==> config.mk <==
export PLATFORM = sky130hd
export DESIGN_NAME = calc_sequencer
export DESIGN_NICKNAME = d
export VERILOG_FILES = /design/src/rtl/calc_sequencer.sv
export SDC_FILE = /design/constraint.sdc
export NUM_CORES = 1
export LEC_CHECK = 0
export CORE_UTILIZATION = 50
export CTS_BUF_LIST = sky130_fd_sc_hd__clkbuf_16
export DETAILED_ROUTE_END_ITERATION = 10
export PLACE_DENSITY = 0.75
export SETUP_SLACK_MARGIN = 0.2
export SYNTH_ARGS = -nofsm -noshare
export SYNTH_HDL_FRONTEND = slang
export SYNTH_SLANG_ARGS = --single-unit
==> constraint.sdc <==
create_clock -name clk -period 3 [get_ports clk]
set_clock_uncertainty 0.2 [all_clocks]
set_input_delay 0.6 -clock clk [delete_from_list [all_inputs] [get_ports clk]]
set_output_delay 0.6 -clock clk [all_outputs]
set_load 0.05 [all_outputs]
==> src/rtl/calc_sequencer.sv <==
// calc_sequencer: keypad-driven sequencer that builds operands and drives a combinational ALU
module calc_sequencer #(
    parameter int WIDTH = 8
) (
    input  logic             clk,
    input  logic             rst,
    input  logic             digit_valid,
    input  logic [3:0]       digit,
    input  logic             op_valid,
    input  logic [1:0]       op_sel,
    input  logic             eq_valid,
    input  logic             clr_valid,
    output logic             key_ready,
    output logic [WIDTH-1:0] alu_a,
    output logic [WIDTH-1:0] alu_b,
    output logic [1:0]       alu_op,
    input  logic [WIDTH-1:0] alu_result,
    output logic [WIDTH-1:0] display,
    output logic             err
);
    typedef enum logic [2:0] {ENTER_A, OP_WAIT, ENTER_B, EXEC, RESULT, ERROR} state_t;

    state_t state, state_n;
    logic [WIDTH-1:0] a, a_n, b, b_n, alu_a_n, alu_b_n, display_n, dig_w, acc_a, acc_b;
    logic [1:0] op, op_n, pend_op, pend_op_n, alu_op_n;
    logic pend, pend_n, err_n, dig_ok;

    assign dig_ok    = digit_valid && digit <= 4'd9;
    assign dig_w     = WIDTH'(digit);
    assign acc_a     = (a << 3) + (a << 1) + dig_w;
    assign acc_b     = (b << 3) + (b << 1) + dig_w;
    assign key_ready = state != EXEC;

    // Next-state and datapath updates; only the highest-priority strobe acts
    always_comb begin
        state_n   = state;
        a_n       = a;
        b_n       = b;
        op_n      = op;
        pend_n    = pend;
        pend_op_n = pend_op;
        alu_a_n   = alu_a;
        alu_b_n   = alu_b;
        alu_op_n  = alu_op;
        display_n = display;
        err_n     = err;
        if (clr_valid) begin
            state_n   = ENTER_A;
            a_n       = '0;
            b_n       = '0;
            op_n      = 2'b00;
            pend_n    = 1'b0;
            pend_op_n = 2'b00;
            display_n = '0;
            err_n     = 1'b0;
        end else begin
            case (state)
                ENTER_A: begin
                    if (!eq_valid && op_valid) begin
                        op_n    = op_sel;
                        b_n     = '0;
                        state_n = OP_WAIT;
                    end else if (!eq_valid && dig_ok) begin
                        a_n       = acc_a;
                        display_n = acc_a;
                    end
                end
                OP_WAIT: begin
                    if (!eq_valid && op_valid) begin
                        op_n = op_sel;
                    end else if (!eq_valid && dig_ok) begin
                        b_n       = dig_w;
                        display_n = dig_w;
                        state_n   = ENTER_B;
                    end
                end
                ENTER_B: begin
                    if (eq_valid || op_valid) begin
                        alu_a_n   = a;
                        alu_b_n   = b;
                        alu_op_n  = op;
                        pend_n    = !eq_valid;
                        pend_op_n = op_sel;
                        state_n   = EXEC;
                    end else if (dig_ok) begin
                        b_n       = acc_b;
                        display_n = acc_b;
                    end
                end
                EXEC: begin
                    if (alu_op == 2'b11 && alu_b == '0) begin
                        err_n     = 1'b1;
                        display_n = '0;
                        state_n   = ERROR;
                    end else begin
                        a_n       = alu_result;
                        display_n = alu_result;
                        op_n      = pend ? pend_op : op;
                        b_n       = pend ? '0 : b;
                        state_n   = pend ? OP_WAIT : RESULT;
                    end
                    pend_n = 1'b0;
                end
                RESULT: begin
                    if (!eq_valid && op_valid) begin
                        op_n    = op_sel;
                        b_n     = '0;
                        state_n = OP_WAIT;
                    end else if (!eq_valid && dig_ok) begin
                        a_n       = dig_w;
                        display_n = dig_w;
                        state_n   = ENTER_A;
                    end
                end
                default: ;
            endcase
        end
    end

    // State and register update with synchronous reset
    always_ff @(posedge clk) begin
        if (rst) begin
            state   <= ENTER_A;
            a       <= '0;
            b       <= '0;
            op      <= 2'b00;
            pend    <= 1'b0;
            pend_op <= 2'b00;
            alu_a   <= '0;
            alu_b   <= '0;
            alu_op  <= 2'b00;
            display <= '0;
            err     <= 1'b0;
        end else begin
            state   <= state_n;
            a       <= a_n;
            b       <= b_n;
            op      <= op_n;
            pend    <= pend_n;
            pend_op <= pend_op_n;
            alu_a   <= alu_a_n;
            alu_b   <= alu_b_n;
            alu_op  <= alu_op_n;
            display <= display_n;
            err     <= err_n;
        end
    end
endmodule

# ---- Yosys cells after proc, flatten, opt, wreduce, memory -nomap -nowiden
# Index checks and enable logic that the tools add are counted.
dict set report word_totals {
  output_inout_bits 28
  word_cells 96
  register_bits 51
  input_bits 20
}
dict set report classes {
  eq_ne 23
  order_cmp 1
  n_reduce_logical 27
  n_mux 29
  n_addsub 4
  n_bitwise 1
}
# op n
set op_table {}
lappend op_table {{$mux 8} 11}
lappend op_table {{$pmux 8 s4} 2}
lappend op_table {{$ne 2x2->1 const B} 13}
lappend op_table {{$mux 3} 8}
lappend op_table {{$pmux 8 s3} 1}
lappend op_table {{$add 8x4->8} 2}
lappend op_table {{$add 8x8->8} 2}
lappend op_table {{$pmux 3 s5} 1}
lappend op_table {{$reduce_and 6->1} 2}
lappend op_table {{$logic_not 8->1} 1}
lappend op_table {{$reduce_and 8->1} 1}
lappend op_table {{$reduce_bool 4->1} 2}
lappend op_table {{$reduce_and 7->1} 1}
lappend op_table {{$eq 3x2->1 const B} 2}
lappend op_table {{$mux 2} 3}
lappend op_table {{$ne 2x1->1 const B} 3}
lappend op_table {{$reduce_and 2->1} 3}
lappend op_table {{$reduce_or 2->1} 3}
lappend op_table {{$reduce_bool 5->1} 1}
lappend op_table {{$le 4x4->1 const B} 1}
lappend op_table {{$logic_and 1x1->1} 4}
lappend op_table {{$pmux 2 s2} 1}
lappend op_table {{$reduce_and 4->1} 1}
lappend op_table {{$reduce_bool 2->1} 2}
lappend op_table {{other kinds (14)} 14}

# ---- Longest topological paths before layout
# Gate-level depths: netlist of run 1.
dict set report logic_depth {
  word_depth 6
  mapped_depth 9
  depth_no_buf 9
}

# ---- Least setup slack after synthesis of run 1
# Ideal clock, no wire load.
dict set report synth_path {
  path_type {input port to flip-flop}
  start {input port digit[3]}
  end {register b[7]}
  slack_ns 0.314
  required_time_ns 2.668
  stages 9
  path_buffers 0
  setup_ns 0.132
  arrival_time_ns 2.353
  cell_sequence {inv_1 fa_1 inv_1 ha_1 a211oi_1 o21ai_0 a21oi_1 mux2i_1 o31ai_1}
}
dict set report synth_via {
  elab_chain_len 5
  elab_cells_between_ends 10
  cone_classes {add/sub (1); order compare (1); eq/ne (2); mux (3); reduce/logical (3)}
}
# item line_no
set synth_rtl {}
lappend synth_rtl {{start, declared} 8} ;# input logic [3:0] digit,
lappend synth_rtl {{parallel branches: the longest is 5 deep, another holds $add 8x4->8} n/a}
lappend synth_rtl {{end signal, assigned} 137} ;# b <= b_n;
lappend synth_rtl {{end, declared} 24} ;# logic [WIDTH-1:0] a, a_n, b, b_n, alu_a_n, alu_b_n, display_n, dig_w, acc_a, acc_b;
# Parallel ways; which one is timed is not known. The select of a mux whose other input is x is not followed.
# A chain may end at the register's enable or synchronous reset.

# ---- Worst setup path after layout of run 1
dict set report layout_path {
  start {input port digit[3]}
  end {register display[5]}
}
dict set report layout_via {
  elab_chain_len 5
  elab_cells_between_ends 14
  cone_classes {add/sub (2); order compare (1); eq/ne (3); mux (5); reduce/logical (3)}
}
# item line_no
set layout_rtl {}
lappend layout_rtl {{parallel branches: the longest is 5 deep, another holds $add 8x4->8} n/a}
lappend layout_rtl {{end signal, assigned} 144} ;# display <= display_n;
lappend layout_rtl {{end, declared} 18} ;# output logic [WIDTH-1:0] display,
# Parallel ways; which one is timed is not known. The select of a mux whose other input is x is not followed.

==> results of run 1 <==
==> logic make-up (layout without fill, tap and decap cells) <==
family | Yosys count | in the layout | share of synthesized area
AO/OA/AOI/OAI | 134 | 134 | 0.292
adder cells (fa/ha/maj) | 24 | 24 | 0.102
flip-flops | 51 | 51 | 0.317
AND/OR/NAND/NOR | 122 | 122 | 0.189
multiplexers | 9 | 9 | 0.0287
buffers and inverters | 36 | 101 | 0.0520
XOR/XNOR | 7 | 7 | 0.0190
==> per-layer routing <==
metal / track usage / routed length [um]
met5: 0 / 0
met4: 0.142 / 277
met3: 0.0473 / 458
met2: 0.497 / 4730
met1: 0.384 / 4200
==> state kept, by name, summed over array words and instances, names as in the netlist, 2 cells and up <==
signal	count
alu_b	8
op	2
pend_op	2
a	8
alu_op	2
display	8
b	8
state	3
alu_a	8
==> worst paths after layout <==
kind / startpoint / to / cells past startpoint
worst min register to register: alu_a[5]$_SDFFE_PP0P_ / alu_a[5]$_SDFFE_PP0P_ / 2
worst min-delay path: alu_a[5]$_SDFFE_PP0P_ / alu_a[5]$_SDFFE_PP0P_ / 2
worst max register to register: b[2]$_SDFFE_PP0P_ / display[5]$_SDFFE_PP0P_ / 10
worst max-delay path: digit[3] / display[5]$_SDFFE_PP0P_ / 11
==> stage by stage <==
| step | setup slack (ps) | std cells | utilization | cell area, um^2 |
|---|---|---|---|---|
| 5_1_grt | 206 | 523 | 0.692 | 4190 |
| 3_5_place_dp | -435 | 512 | 0.644 | 3900 |
| 3_3_place_gp | -375 | 512 | 0.644 | 3900 |
| 2_1_floorplan | 314 | 383 | - | 3220 |
| 6_report | 290 | 523 | 0.692 | 4190 |
| 4_1_cts | 239 | 522 | 0.685 | 4150 |
==> placed cells by master, fill, tap and decap left out, types with 3 or more instances in the layout <==
cell type / instances
a221oi_1: 4
ha_1: 18
a22oi_1: 4
nand3_1: 6
a21o_1: 3
o211ai_1: 5
a211oi_1: 11
a211oi_2: 5
inv_2: 3
a21oi_1: 34
xnor2_1: 3
nor2_1: 31
xor2_1: 3
mux2i_1: 7
nand2_1: 52
clkbuf_16: 5
o21ai_1: 5
clkdlybuf4s50_1: 43
nand2b_1: 3
buf_4: 27
nor3_1: 3
o21ai_0: 21
a31oi_1: 10
nor2b_1: 5
or3_1: 4
a21oi_2: 3
inv_1: 13
dfxtp_1: 50
==> power groups by stage <==
stage	logic, W	registers [W]	clock network (W)
after floorplan	0.000119	0.000718	0
after global placement	0.000213	0.000708	0
after detailed placement	0.000216	0.000709	0
after CTS	0.000228	0.000693	0.000669
after global routing	0.000255	0.000693	0.000700
final	0.000237	0.000693	0.000667
==> critical path: stages <==
cell and delay (ps):
buf_2 110, inv_1 60, fa_1 600, inv_2 80
ha_4 250, a21o_1 190, a211oi_2 220, nor3_1 90
buf_4 140, a311oi_2 260, a21oi_1 90
==> final cells by class <==
| class | instances | area, um^2 | share of cell area |
|---|---|---|---|
| repair buffers | 76 | 703 | 0.168 |
| flip-flops and latches | 51 | 1020 | 0.244 |
| well taps | 75 | 93.8 | 0.0224 |
| clock inverters | 3 | 42.5 | 0.0101 |
| inverters | 17 | 66.3 | 0.0158 |
| multi-input cells | 296 | 2140 | 0.510 |
| clock buffers | 5 | 125 | 0.0298 |
==> timing repair <==
action,in CTS,in global routing
setup buffers,2,1
endpoints found under the setup margin,12,8
resized for setup,20,10
pin swaps,12,5
==> key figures, run 1 <==
Pwr
  • Switching portion of total power: 0.259
  • P_leak: around 1.6 nW
  • Sequential Power Share: 0.434
  • Sw power: about 0.00041 W
  • Peak VDD IR: slightly above 0.0004 V
  • Tot Pwr: approximately 0.0016 W
  • Power per Cell Area: between 300 and 400 mW/mm^2
  • Internal: roughly 0.0012 W
  • Clock power frac: 0.418
  • Logic pwr share: 0.148

Logic synthesis
  • Most numerous cell in the Yosys netlist: nand2_1
  • Count of different cell masters after synthesis: 67
  • Mapped Area: between 0.003 and 0.004 mm^2
  • Net count after synthesis: approximately 430
  • Synth area leader: dfxtp_1
  • Gate Count Post-Synth: approximately 380
  • Yosys warns: 0
  • Sequential area share after synthesis: 0.317
  • Synth top area cells: dfxtp_1 32%, ha_1 7.8%, nand2_1 6.1%, a21oi_1 5.4%, a211oi_1 3.7%
  • #FFs+latches synth: 51
  • Top FF cell, synth: dfxtp_1
  • Post-synth EDFFs: 0
  • Avg Inst Size Synth: between 8 and 9 um^2
  • Async S/R FF share, synth: 0
  • Yosys top cell area share: 0.317
  • Most frequent cells after synthesis: 52 x nand2_1, 51 x dfxtp_1, 35 x a21oi_1, 31 x nor2_1, 23 x o21ai_0

Timing
  • RSZ-0062 raised after global routing: false
  • Fin. max-slew vios: 0
  • Hold Fails Final Rpt: 0
  • Normalized max-slew margin: 0.597
  • Peak Freq: roughly 370 MHz
  • Least-Margin Pin Slew: 605 ps
  • Hold WS: 253 ps
  • Setup_tns: 0 ps
  • Final setup violation count: 0
  • Period utilization: 0.903
  • Tmin final: 2710 ps

Layout
  • Area grow syn2layout: 30.1%
  • Layout cells sized above 1: 0.181
  • Final #Nets: approximately 490
  • Fillers: just under 500
  • Ant diodes: 0

Detailed routing
  • Via count: 3184
  • Initial drt markers: roughly 230
  • Drt drc: 0
  • Drt via density: around 6
  • Routed WL: roughly 9700 um
  • TritonRoute pass-1 iters: 6
  • DR WL/cell: about 18 um
  • Routed Antenna Nets: 0

Global routing
  • Initial antenna violation count: 0
  • Pin count of the biggest net entering global routing: 31
  • Vias in the first global route: 3079
  • Total GRT Usage: 0.302
  • Gr ovfl total: 0
  • First-pass GRT wire length: between 15000 and 20000 um

Clocking
  • Clock Pin Slew Worst Setup and Hold Paths: ~70 ps
  • CTS buffer count: 5
  • CTS tree: done
  • H-tree depth: 2
  • Clock Sinks: 51
  • Clk root buf: clkbuf_16
  • Clock Latency Late Sink: ~300 ps
  • Clk buf depth: 2
  • Hold-fix buffers, CTS: 0

Floorplanning
  • Starting Density: 0.532
  • DIE HEIGHT: about 82 um
  • # rows: 28
  • Core area: about 0.0061 mm^2
  • Chip width: 82.3 um
  • Boundary pin count: between 40 and 50
  • Die ar.: just under 0.007 mm^2

Critical path
  • Startpoint Class: input port
  • CP Class: in -> reg
  • Worst Path Max Fanout: 2
  • Worst Path Required: ~3000 ps
  • Reg2Reg Setup Slack: around 350 ps
  • CP endpoint kind: flop
  • Arrival time worst endpoint: about 2700 ps

Outcome
  • Status: finished, final reports clean

Placed design
  • Detailed Place HPWL: 6780 um
  • Port buffer count: 47
  • Placer Congestion: between 0.9 and 1

Flow run
  • Max-Cap Viols: 0

Min path
  • Hold Path Class: reg -> reg
Note: power is estimated with default switching activity, not from simulation.
==> run 2, diff against run 1 <==
--- a/config.mk
+++ b/config.mk
@@ -5,10 +5,12 @@
 export SDC_FILE = /design/constraint.sdc
 export NUM_CORES = 1
 export LEC_CHECK = 0
-export CORE_UTILIZATION = 50
+export CAP_MARGIN = 20
+export CORE_UTILIZATION = 49
 export CTS_BUF_LIST = sky130_fd_sc_hd__clkbuf_16
 export DETAILED_ROUTE_END_ITERATION = 10
-export PLACE_DENSITY = 0.75
+export MAX_ROUTING_LAYER = met4
+export PLACE_DENSITY = 0.76
 export SETUP_SLACK_MARGIN = 0.2
 export SYNTH_ARGS = -nofsm -noshare
 export SYNTH_HDL_FRONTEND = slang
==> constraint.sdc (replaced) <==
create_clock -name clk -period 2.4 [get_ports clk]
set_clock_uncertainty 0.2 [all_clocks]
set_input_delay 0.48 -clock clk [delete_from_list [all_inputs] [get_ports clk]]
set_output_delay 0.48 -clock clk [all_outputs]
set_load 0.05 [all_outputs]
==> key figures, run 2 (synthesis results as in run 1) <==
Critical path
  • Crit path cell chain: buf_6 -> buf_6 -> buf_12 -> inv_8 -> fa_1 -> fa_2 -> nor2b_2 -> o21ai_2 -> a211oi_2 -> o32ai_2 -> a211oi_1
  • Reg2Reg Setup Slack: -120 ps (-470 ps)
  • WP buf/inv: 4 (unchanged)
  • Most frequent CP cell: buf_6
  • Arrival time worst endpoint: 2590 ps (-100 ps)
  • CP endpoint kind: flop
  • CP max stage delay: 440 ps (-160 ps)
  • CP Class: in -> reg
  • Worst Path Max Fanout: 2 (unchanged)
  • Worst Path Required: 2420 ps (-560 ps)
  • Cell family with most CP delay: adder cells
  • Startpoint Class: input port
  • Critical Path Slowest Stage Cell: fa_1

Outcome
  • Failing checks: setup timing
  • Status: finished with violations

Detailed routing
  • Via count: 3397 (+6.7%)
  • TritonRoute pass-1 iters: 6 (unchanged)
  • Drt via density: 6.18 (+1.5%)
  • Drt drc: 0 (unchanged)
  • Initial drt markers: 335 (+48%)
  • DR WL/cell: 18.8 um (+1.8%)
  • Routed Antenna Nets: 0 (unchanged)
  • Routed WL: 10400 um (+7.0%)

Floorplanning
  • Chip width: 83.1 um (+0.99%)
  • DIE HEIGHT: 83.1 um (+0.99%)
  • Core area: 0.00635 mm^2 (+4.8%)
  • Boundary pin count: 48 (unchanged)
  • Die ar.: 0.00691 mm^2 (+2.0%)
  • Starting Density: 0.508 (-0.0242)
  • # rows: 29 (+3.6%)

Timing
  • Least-Margin Pin Slew: 523 ps (-82.4 ps)
  • Peak Freq: about 400 MHz
  • Normalized max-slew margin: 0.651 (+0.0538)
  • Hold Fails Final Rpt: 0 (unchanged)
  • Period utilization: 1.07
  • Fin. max-slew vios: 0 (unchanged)
  • Final setup margin: -170 ps (-460 ps)
  • Tmin final: roughly 2600 ps
  • Final setup violation count: 9 (+9)
  • RSZ-0062 raised after global routing: true

Layout
  • Cell area after layout: 0.00453 mm^2 (+8.1%)
  • Area grow syn2layout: 40.6%
  • Cell Count, Final, Fillers Out: 550 (+5.2%)
  • Fillers: 494 (unchanged)
  • Final core occ: 0.714 (+0.0217)
  • Final #Nets: 516 (+5.1%)
  • Highest-count cells in the layout ignoring fill and taps: 51 x nand2_1, 48 x dfxtp_1, 46 x buf_4
  • Ant diodes: 0 (unchanged)
  • Most common cell after layout, fill and taps aside: nand2_1
  • Layout cells sized above 1: 0.277 (+0.0962)

Clocking
  • Clock Sinks: 51 (unchanged)
  • CTS buffer count: 5 (unchanged)
  • Clock Latency Late Sink: 300 ps (about the same)
  • Clk root buf: clkbuf_16
  • H-tree depth: 2 (unchanged)
  • Clk buf depth: 2 (unchanged)
  • CTS tree: done
  • Hold-fix buffers, CTS: 0 (unchanged)
  • Clock Pin Slew Worst Setup and Hold Paths: 80 ps (about the same)

Min path
  • Hold Path Class: reg -> reg

Placed design
  • Detailed Place HPWL: 7320 um (+8.0%)
  • Placer Congestion: 0.940 (+3.2%)
  • Placed cells: 533 (+4.1%)
  • Port buffer count: 47 (unchanged)
  • Area after DPL: 0.00411 mm^2 (+5.4%)
  • DP Worst Slack: -839 ps (-404 ps)

Flow run
  • Max-Cap Viols: 0 (unchanged)

Global routing
  • First-pass GRT wire length: 15700 um (+4.3%)
  • Gr ovfl total: 0 (unchanged)
  • Total GRT Usage: 0.298 (-0.00381)
  • Pin count of the biggest net entering global routing: 20 (-35%)
  • Vias in the first global route: 3182 (+3.3%)
  • Initial antenna violation count: 0 (unchanged)

Pwr
  • Power per Cell Area: 434 mW/mm^2 (+14%)
  • Peak VDD IR: 0.000342 V (-16%)
  • P_leak: 1.80 nW (+14%)
[run 2: per-layer routing]
layer	track usage	up-vias	part of all wire
met4	0.135	0	0.030
met3	0.0497	26	0.075
met1	0.374	1624	0.42
met2	0.470	168	0.47
li1	-	1579	-
met5	-	-	0
[run 2: worst reg2reg max path, delay by kind of cell, from the launching register on]
| family | cells | cell delay (ps) |
|---|---|---|
| XOR/XNOR | 1 | 220 |
| adder cells (fa/ha/maj) | 2 | 970 |
| buffers and inverters | 1 | 50 |
| AO/OA/AOI/OAI | 3 | 480 |
| flip-flops | 1 | 360 |
| AND/OR/NAND/NOR | 1 | 160 |
[run 2: where the power goes]
group	total, W	internal, W	leakage [nW]	switching (W)
combinational	0.000354	0.000165	1.31	0.000189
sequential	0.000864	0.000855	0.414	0.00000923
clock	0.000749	0.000398	0.0759	0.000351
total	0.00197	0.00142	1.80	0.000548
[run 2: what timing repair did]
item / 4_1_cts / 5_1_grt
gates resized for setup: 35 / 20
endpoints found under the setup margin: 52 / 19
buffers inserted: 3 / 5
cloned: 0 / 1
pin swaps: 28 / 19
[run 2: path summary, 6_finish.rpt]
path                          from                      end  cells after the start
max                       digit[3]  display[6]$_SDFFE_PP0P_                     11
max reg2reg      a[0]$_SDFFE_PP0P_  display[6]$_SDFFE_PP0P_                      8
min          alu_a[2]$_SDFFE_PP0P_    alu_a[2]$_SDFFE_PP0P_                      2
min reg2reg  alu_a[2]$_SDFFE_PP0P_    alu_a[2]$_SDFFE_PP0P_                      2
[run 2: area by class of cell]
class | instances | area (um^2) | area share
well taps | 77 | 96.3 | 0.0213
clock inverters | 3 | 28.8 | 0.00635
inverters | 17 | 73.8 | 0.0163
flip-flops and latches | 51 | 1030 | 0.227
repair buffers | 101 | 931 | 0.205
multi-input cells | 296 | 2250 | 0.496
clock buffers | 5 | 125 | 0.0276
[run 2: per-stage QoR]
stage	hold slack, ps	TNS, ps	power, W
floorplan	229	0	0.00105
global placement	244	-13210	0.00118
detailed placement	245	-15770	0.00119
CTS	255	-601	0.00194
global route	288	-1310	0.00203
finish	255	-820	0.00197
